### src/rtl/tmds_channel_decoder.sv
`default_nettype none
// ============================================================================
// Module      : tmds_channel_decoder
// Description : TMDS receive lane. Finds the 10-bit symbol boundary in the
//               unaligned deserializer words by bit-slipping until a run of
//               control tokens is seen, then decodes each aligned symbol to
//               video data or control data plus VDE.
// Revision    : 1.0 - initial release
// ============================================================================
module tmds_channel_decoder #(
  parameter int LOCK_CNT       = 8,
  parameter int SEARCH_TIMEOUT = 1024,
  parameter int LOSS_TIMEOUT   = 2048
) (
  input  logic       pixclk,
  input  logic       reset,
  input  logic [9:0] in_word,
  output logic [7:0] vd,
  output logic [1:0] cd,
  output logic       vde,
  output logic       locked,
  output logic [3:0] bit_offset
);

  // Counters only need to reach their terminal values (parameter - 1).
  localparam int RUN_W   = (LOCK_CNT > 1)       ? $clog2(LOCK_CNT)       : 1;
  localparam int DWELL_W = (SEARCH_TIMEOUT > 1) ? $clog2(SEARCH_TIMEOUT) : 1;
  localparam int LOSS_W  = (LOSS_TIMEOUT > 1)   ? $clog2(LOSS_TIMEOUT)   : 1;

  localparam logic [RUN_W-1:0]   RUN_LAST   = RUN_W'(LOCK_CNT - 1);
  localparam logic [DWELL_W-1:0] DWELL_LAST = DWELL_W'(SEARCH_TIMEOUT - 1);
  localparam logic [LOSS_W-1:0]  LOSS_LAST  = LOSS_W'(LOSS_TIMEOUT - 1);

  typedef enum logic [0:0] {
    SEARCH = 1'b0,
    LOCKED = 1'b1
  } state_t;

  state_t             state, state_next;
  logic [9:0]         prev;
  logic [RUN_W-1:0]   run_cnt, run_next;
  logic [DWELL_W-1:0] dwell, dwell_next;
  logic [LOSS_W-1:0]  loss, loss_next;
  logic [3:0]         offset_next;

  logic [19:0]        stream;
  logic [9:0]         window [10];
  logic [9:0]         symbol;
  logic               is_token;
  logic [1:0]         token_cd;
  logic [7:0]         q;
  logic [7:0]         data;

  // Older word in the low half so that offset 0 selects prev unchanged.
  assign stream = {in_word, prev};

  for (genvar g = 0; g < 10; g++) begin : g_win
    assign window[g] = stream[g+9:g];
  end

  // Pick the candidate symbol at the current slip offset.
  always_comb begin
    symbol = window[0];
    for (int k = 1; k < 10; k++) begin
      if (bit_offset == 4'(k)) symbol = window[k];
    end
  end

  // Recognise the four control tokens.
  always_comb begin
    is_token = 1'b1;
    token_cd = 2'b00;
    case (symbol)
      10'b1101010100: token_cd = 2'b00;
      10'b0010101011: token_cd = 2'b01;
      10'b0101010100: token_cd = 2'b10;
      10'b1010101011: token_cd = 2'b11;
      default:        is_token = 1'b0;
    endcase
  end

  // Undo the optional inversion, then the XOR/XNOR chaining.
  always_comb begin
    q       = symbol[9] ? ~symbol[7:0] : symbol[7:0];
    data    = 8'h00;
    data[0] = q[0];
    for (int i = 1; i < 8; i++) begin
      data[i] = symbol[8] ? (q[i] ^ q[i-1]) : ~(q[i] ^ q[i-1]);
    end
  end

  // Alignment FSM: next state, counters and slip offset.
  always_comb begin
    state_next  = state;
    run_next    = run_cnt;
    dwell_next  = dwell;
    loss_next   = loss;
    offset_next = bit_offset;
    case (state)
      SEARCH: begin
        if (is_token && (run_cnt == RUN_LAST)) begin
          // Lock wins over a slip falling due in the same cycle.
          state_next = LOCKED;
          run_next   = '0;
          dwell_next = '0;
          loss_next  = '0;
        end else if (dwell == DWELL_LAST) begin
          offset_next = (bit_offset >= 4'd9) ? 4'd0 : bit_offset + 4'd1;
          run_next    = '0;
          dwell_next  = '0;
        end else begin
          run_next   = is_token ? run_cnt + 1'b1 : '0;
          dwell_next = dwell + 1'b1;
        end
      end
      LOCKED: begin
        if (is_token) begin
          loss_next = '0;
        end else if (loss == LOSS_LAST) begin
          // Offset is kept so the search resumes where the link last was.
          state_next = SEARCH;
          loss_next  = '0;
          run_next   = '0;
          dwell_next = '0;
        end else begin
          loss_next = loss + 1'b1;
        end
      end
      default: state_next = SEARCH;
    endcase
  end

  // State, counters, word history and registered outputs.
  always_ff @(posedge pixclk) begin
    if (reset) begin
      state      <= SEARCH;
      prev       <= 10'd0;
      run_cnt    <= '0;
      dwell      <= '0;
      loss       <= '0;
      bit_offset <= 4'd0;
      locked     <= 1'b0;
      vd         <= 8'h00;
      cd         <= 2'b00;
      vde        <= 1'b0;
    end else begin
      state      <= state_next;
      prev       <= in_word;
      run_cnt    <= run_next;
      dwell      <= dwell_next;
      loss       <= loss_next;
      bit_offset <= offset_next;
      locked     <= (state_next == LOCKED);
      // Outputs follow the lock flag they are registered with, so a
      // deasserted locked is always paired with idle outputs.
      if (state_next == LOCKED) begin
        if (is_token) begin
          vde <= 1'b0;
          cd  <= token_cd;
        end else begin
          vde <= 1'b1;
          vd  <= data;
        end
      end else begin
        vd  <= 8'h00;
        cd  <= 2'b00;
        vde <= 1'b0;
      end
    end
  end

endmodule
`default_nettype wire

### config.mk
export PLATFORM = sky130hd
export DESIGN_NAME = tmds_channel_decoder
export DESIGN_NICKNAME = d
export VERILOG_FILES = /design/src/rtl/tmds_channel_decoder.sv
export SDC_FILE = /design/constraint.sdc
export NUM_CORES = 1
export LEC_CHECK = 0
export BUFFER_PORTS_ARGS = -buffer_cell sky130_fd_sc_hd__buf_4
export CAP_MARGIN = 0
export CORE_UTILIZATION = 45
export DETAILED_ROUTE_END_ITERATION = 8
export SLEW_MARGIN = 20
export SYNTH_ARGS = -nofsm -noshare
export SYNTH_HDL_FRONTEND = slang
export SYNTH_SLANG_ARGS = --single-unit
export TNS_END_PERCENT = 100
### constraint.sdc
create_clock -name pixclk -period 3.6 [get_ports pixclk]
set_clock_uncertainty 0.05 [all_clocks]
set_input_delay 0.54 -clock pixclk [delete_from_list [all_inputs] [get_ports pixclk]]
set_output_delay 0.54 -clock pixclk [all_outputs]
set_load 0.02 [all_outputs]
==> out/metrics.csv, run 1 <==
stage;metric;value;unit
placed_design;gp_congestion;0.993;
cts;cts_hold_buf;0;
finish;layout.nets;552;
global_routing;grt_pass1_wl;17700;um
yosys;synthTopCellsByArea;dfxtp_1 (27%), ha_1 (4.7%), nor2_1 (4.4%);
detailed_routing;drt-initial-drc-count;141;
timing;grt_setup_unrepaired;true;
timing;worstMarginPinSlew;723;ps
pwr;ir_drop;0.180;mV
detailed_routing;drtAntennaViolNets;0;
global_routing;antenna_found_initial;0;
finish;postLayoutCoreUtil;60.0;%
detailed_routing;drc_errors;0;
yosys;yosysTopAreaCell;dfxtp_1;
global_routing;grt_max_degree;27;
yosys;yosysSeqAreaShare;27.1;%
die;fp.dieH;92.6;um
yosys;ys_seq_elements;50;
cts;cts_made_buffers;5;
yosys;yosysWarnings;0;
die;initial_core_util;47.1;%
detailed_routing;wire_per_inst;18.2;um
cts;cts_tree;done;
worst_hold_path;hp-start;in_word[9];
timing;fin_crit;3470;ps
yosys;netlist.area_leader.share;27.1;%
yosys;netlist_area;0.00370;sq mm
global_routing;grt_usage;26.0;%
die;rows;32;
die;dieArea;0.00858;sq mm
global_routing;first_global_vias;3552;
yosys;synthArstFlopShare;0;%
placed_design;post-place-cells;608;
timing;finalHoldViolCount;0;
yosys;syn_nets;490;
cts;cts_max_level;2;
finish;final_cell_mix;buf_4 (81), dfxtp_1 (47), nor2_1 (39);
yosys;synth_enable_flop_cells;0;
timing;finalMaxSlewViolations;0;
timing;finalCritPeriodShare;96.5;%
die;die_w;92.6;um
worst_setup_path;cp-end-kind;flip-flop;
cts;clkSinkCount;50;
pwr;power-per-cell-area;233;mW/mm^2
global_routing;gr-total-overflow;0;
die;num_io_pins;28;
timing;fin_ws;126;ps
finish;drive_above_1_share;29.6;%
timing;clock.fmax;288;MHz
placed_design;dpl.hpwl;8180;um
worst_setup_path;arrival;3660;ps
detailed_routing;num_vias;3825;
yosys;ys_types;80;
yosys;synth.avg_cell_area;7.97;sq um
detailed_routing;avgViaCountPerCell;6.08;
detailed_routing;first_pass_iters;5;
finish;area_growth;27.4;%
worst_hold_path;min_path_type;in2reg;
yosys;synthCells;464;
timing;setup_viol;0;
finish;final_common_cell;buf_4;
worst_setup_path;crit_required;3790;ps
yosys;synthFlopType;dfxtp_1;
worst_setup_path;rr_startpoint;bit_offset[1];
placed_design;place_worst_setup_slack;-24.0;ps
run;cap_violations;0;
finish;nFillCells;720;
pwr;p_leak;1.89;nW
detailed_routing;drt-total-wl;11400;um
cts;clk_pin_slew_worst_paths;90;ps
die;core-area;0.00785;sq mm
placed_design;io_buffers;27;
cts;cts-root-buf;clkbuf_8;
finish;fin_cells;629;
worst_setup_path;startpoint_type;flip-flop;
cts;clk_path_buf_depth;2;
cts;clock_latency;300;ps
status;status;completed;
worst_setup_path;critical_path.max_fanout;7;
worst_setup_path;worstSetupPathType;reg2reg;
timing;relSlewSlack;51.3;%
worst_setup_path;startpoint;bit_offset[1];
finish;n_antenna_cell;0;
[layer usage]
| layer | GRT usage (%) | wire [um] | up-vias |
|---|---|---|---|
| li1 | - | - | 1840 |
| met1 | 31.4 | 4730 | 1832 |
| met2 | 46.5 | 5880 | 128 |
| met3 | 3.53 | 556 | 25 |
| met4 | 9.62 | 270 | 0 |
| met5 | 0 | 0 | - |
[power by group]
group / switching, W / total (W) / internal (W) / leakage [nW]
clock network: 0.000185 / 0.000379 / 0.000194 / 0.0575
registers: 0.0000199 / 0.000586 / 0.000566 / 0.408
logic: 0.0000701 / 0.000131 / 0.0000612 / 1.43
total: 0.000275 / 0.00110 / 0.000822 / 1.89
[through the flow]
stage / hold slack, ps / instance area, sq um / setup TNS, ps / power [W]
after floorplan: 382 / 3720 / 0 / 0.000669
after global placement: 392 / 4270 / 0 / 0.000719
after detailed placement: 397 / 4270 / -53.3 / 0.000721
after CTS: 381 / 4450 / 0 / 0.00111
after global routing: 382 / 4710 / -515 / 0.00114
final: 392 / 4710 / 0 / 0.00110
[critical path: stages (launching register included)]
cell	delay, ps
dfxtp_4	390
inv_4	70
buf_4	110
ha_2	270
nand2_1	190
o211ai_1	160
o21ai_2	110
o22a_1	220
o221ai_2	160
a31o_2	200
inv_1	50
ha_1	170
nand4_1	120
a21oi_2	60
or3b_4	420
o21ai_4	230
mux2_2	360
nor2_1	70
[flip-flops by register name, indices dropped and copies added (netlist names)]
name        count
state           1
vde             1
prev           10
vd              8
cd              2
loss           11
run_cnt         3
bit_offset      4
dwell          10
[kinds of logic (layout without fill, tap and decap cells)]
logic type,Yosys count,after routing,synth area share (%)
AOI/OAI and AO/OA,156,156,31.1
adders and majority gates,14,14,4.74
xor gates and xnor gates,14,14,3.32
DFF,50,50,27.1
buffers and inverters,57,120,7.28
muxes,5,5,1.46
and+or+nand+nor,168,168,25.0
[synth_stat cells (3+ instances only)]
cell and number:
o22a_1 3, o211ai_1 8, nand3b_1 5, inv_1 20, buf_2 17, nand2_1 25
nor3_1 4, a21oi_1 28, nand2b_1 14, nor2b_1 23, nand3_1 13, nor3b_1 5
a211oi_1 4, a32o_1 4, a221oi_1 6, a211oi_2 7, dfxtp_1 50, and3_1 12
o21ai_0 22, o22ai_1 3, xor2_1 6, xnor2_1 8, a2111oi_0 3, ha_1 14
buf_4 5, a31oi_1 16, and2_1 3, o31ai_1 5, a21o_1 4, nand4b_1 4
o2111ai_1 3, nor2_1 43, clkbuf_1 10, mux2_2 3, a22o_1 6
[final timing paths]
check                                      to  slack (ps)  cells after the start
worst max-delay path            bit_offset[1]         130                     17
worst min-delay path                  prev[9]         390                      2
worst max register to register  bit_offset[1]         130                     17
worst min register to register       dwell[9]         410                      1
[cell type report]
class	instances	area [sq um]	share of cell area [%]
inverter	21	83.8	1.78
multi-input combinational	357	2640	56.1
tap	102	128	2.71
sequential	50	1010	21.4
timing repair buffer	91	736	15.6
clock buffer	8	110	2.34
[timing repair]
item,4_1_cts,5_1_grt
setup buffers,1,11
pin swaps,2,14
resized for setup,13,48
gates cloned,0,1
setup endpoints to repair,13,39
Note: power is estimated with default switching activity, not from simulation.
==> run 2, diff against run 1 <==
- CORE_UTILIZATION: 45 -> 25
- CTS_BUF_LIST: default -> sky130_fd_sc_hd__clkbuf_4 sky130_fd_sc_hd__clkbuf_8 sky130_fd_sc_hd__clkbuf_16
==> run 2 against run 1 <==
Power up 14%. Fmax down 0.40%. Utilization down 27 points. Global-route usage down 9.7 points.
==> out/metrics.csv, run 2 (synthesized netlist as in run 1, its figures left out) <==
stage;metric;value;unit;change
die;core-area;0.0145;sq mm;+85%
worst_setup_path;critical_path.max_fanout;22;;+15
die;dieArea;0.0153;sq mm;+78%
worst_setup_path;slowest_delay;590;ps;+170 ps
finish;final_cell_mix;buf_4 (74), dfxtp_1 (48), nor2_1 (41);;
detailed_routing;first_pass_iters;5;;unchanged
timing;relSlewSlack;51.3;%;about the same
cts;clk_pin_slew_worst_paths;70;ps;-20 ps
timing;fin_crit;3490;ps;+13.8 ps
detailed_routing;num_vias;3726;;-2.6%
global_routing;antenna_found_initial;0;;unchanged
finish;layout.nets;545;;-1.3%
finish;final_common_cell;buf_4;;
worst_setup_path;cp-end-kind;flip-flop;;
status;status;completed;;
pwr;p_leak;1.89;nW;-0.37%
finish;area_growth;30.0;%;
die;fp.dieH;124;um;+33%
pwr;ir_drop;0.177;mV;-1.8%
placed_design;place_worst_setup_slack;-67.5;ps;-43.4 ps
timing;finalHoldViolCount;0;;unchanged
global_routing;grt_pass1_wl;19300;um;+9.3%
placed_design;dpl.hpwl;8880;um;+8.5%
worst_setup_path;crit_required;3760;ps;-30 ps
worst_setup_path;critPathSlowestCell;o21ai_0;;
global_routing;grt_usage;16.3;%;-9.7 points
global_routing;grt_max_degree;26;;-3.7%
detailed_routing;drt-initial-drc-count;223;;+58%
finish;largest_reg_flops;11;;unchanged
cts;clkSinkCount;50;;unchanged
die;die_w;124;um;+33%
worst_setup_path;path_buf_inv;6;;+3
worst_hold_path;hp-start;dwell[9];;
detailed_routing;drc_errors;0;;unchanged
worst_hold_path;holdPathEnd;dwell[9];;
timing;clock.fmax;287;MHz;-0.40%
timing;fin_ws;113;ps;-13.8 ps
cts;cts_tree;done;;
die;initial_core_util;25.5;%;-22 points
cts;cts_made_buffers;5;;unchanged
worst_setup_path;r2r_setup_slack;110;ps;about the same
worst_setup_path;crit_family;compound AO/OA/AOI/OAI gates;;
finish;n_antenna_cell;0;;unchanged
worst_hold_path;min_path_type;reg2reg;;
cts;cts_max_level;2;;unchanged
die;rows;44;;+38%
worst_setup_path;arrival;3650;ps;about the same
finish;drive_above_1_share;27.5;%;-2.1 points
timing;grt_setup_unrepaired;true;;
timing;finalCritPeriodShare;96.9;%;+0.38 points
timing;setup_viol;0;;unchanged
finish;top_register;loss;;
worst_setup_path;cpMostUsedCell;buf_4;;
timing;worstMarginPinSlew;723;ps;-0.138 ps
global_routing;first_global_vias;3665;;+3.2%
worst_setup_path;worstSetupPathType;reg2reg;;
placed_design;io_buffers;27;;unchanged
worst_hold_path;hold_path_depth;1;;-1
cts;cts_hold_buf;0;;unchanged
worst_setup_path;rr_startpoint;bit_offset[0];;
pwr;power-per-cell-area;260;mW/mm^2;+12%
worst_setup_path;regToRegEndpoint;vd[0];;
placed_design;gp_congestion;0.928;;-6.5%
timing;finalMaxSlewViolations;0;;unchanged
timing;timing.hold.ws;406;ps;+14.7 ps
die;num_io_pins;28;;unchanged
cts;cts-root-buf;clkbuf_16;;
finish;reg_top3;loss x11, dwell x10, prev x10;;
worst_setup_path;startpoint_type;flip-flop;;
cts;clk_path_buf_depth;2;;unchanged
detailed_routing;drt-total-wl;12200;um;+6.3%
finish;nFillCells;1535;;+110%
worst_setup_path;reg2reg_depth;15;;-2
run;cap_violations;0;;unchanged
detailed_routing;wire_per_inst;17.3;um;-5.0%
detailed_routing;avgViaCountPerCell;5.29;;-13%
cts;clock_latency;300;ps;about the same
detailed_routing;drtAntennaViolNets;0;;unchanged
global_routing;gr-total-overflow;0;;unchanged
worst_setup_path;path_cells;inv_2 -> ha_4 -> buf_6 -> buf_4 -> nor2b_1 -> o31a_1 -> o21ai_0 -> o2111ai_4 -> nor4_4 -> buf_4 -> o31a_1 -> a31oi_1 -> buf_4 -> buf_12 -> a211oi_2;;
## run 2: worst max-delay path by stage
stage	from	to	slack (ps)	depth (start not counted)
2_1_floorplan	bit_offset[2]	bit_offset[1]	2	16
3_3_place_gp	bit_offset[0]	bit_offset[1]	20	14
3_5_place_dp	bit_offset[0]	bit_offset[3]	-70	14
4_1_cts	bit_offset[0]	dwell[8]	10	16
5_1_grt	bit_offset[1]	vd[3]	-70	17
6_report	bit_offset[0]	vd[0]	110	15
## run 2: power breakdown
part	internal (W)	switching (W)	leakage (nW)	total (W)
registers	0.000566	0.0000174	0.408	0.000584
clock network	0.000308	0.000218	0.0787	0.000526
logic	0.0000640	0.0000757	1.40	0.000140
total	0.000939	0.000311	1.89	0.00125
## run 2: timing repair
item | CTS | global route
setup endpoints to repair | 17 | 39
pin swaps | 0 | 12
hold endpoints to repair | 0 | 0
resized for setup | 4 | 42
setup buffers | 0 | 3
## run 2: metal layers
metal | wire [um] | vias up | global-route usage [%]
met4 | 277 | 0 | 5.27
li1 | - | 1820 | -
met5 | 0 | - | 0
met3 | 645 | 24 | 1.92
met1 | 5310 | 1786 | 21.3
met2 | 5930 | 96 | 27.6
## run 2: area by class of cell
type                            count  area [sq um]  share of cell area, %
Clock buffer                        7           158                   3.28
Clock inverter                      1          7.51                  0.156
Inverter                           21          81.3                   1.69
Multi-Input combinational cell    357          2620                   54.5
Sequential cell                    50          1010                   21.0
Tap cell                          184           230                   4.79
Timing Repair Buffer               84           703                   14.6
## run 2: stage by stage
stage          setup TNS [ps]  total power (W)  cells  utilization (%)  instance area (sq um)
2_1_floorplan               0         0.000669    464                -                   3720
3_3_place_gp                0         0.000726    693             30.5                   4420
3_5_place_dp             -307         0.000729    693             30.5                   4420
4_1_cts                     0          0.00126    701             31.8                   4610
5_1_grt                  -366          0.00129    704             33.2                   4800
6_report                    0          0.00125    704             33.2                   4800
## run 2: worst reg2reg max path: cells and delay by family (launching register included)
family / cells / cell delay (ps)
flops: 1 / 390
compound gates: 6 / 1360
simple gates: 2 / 470
buf+inv: 6 / 950
fa+ha+maj: 1 / 190
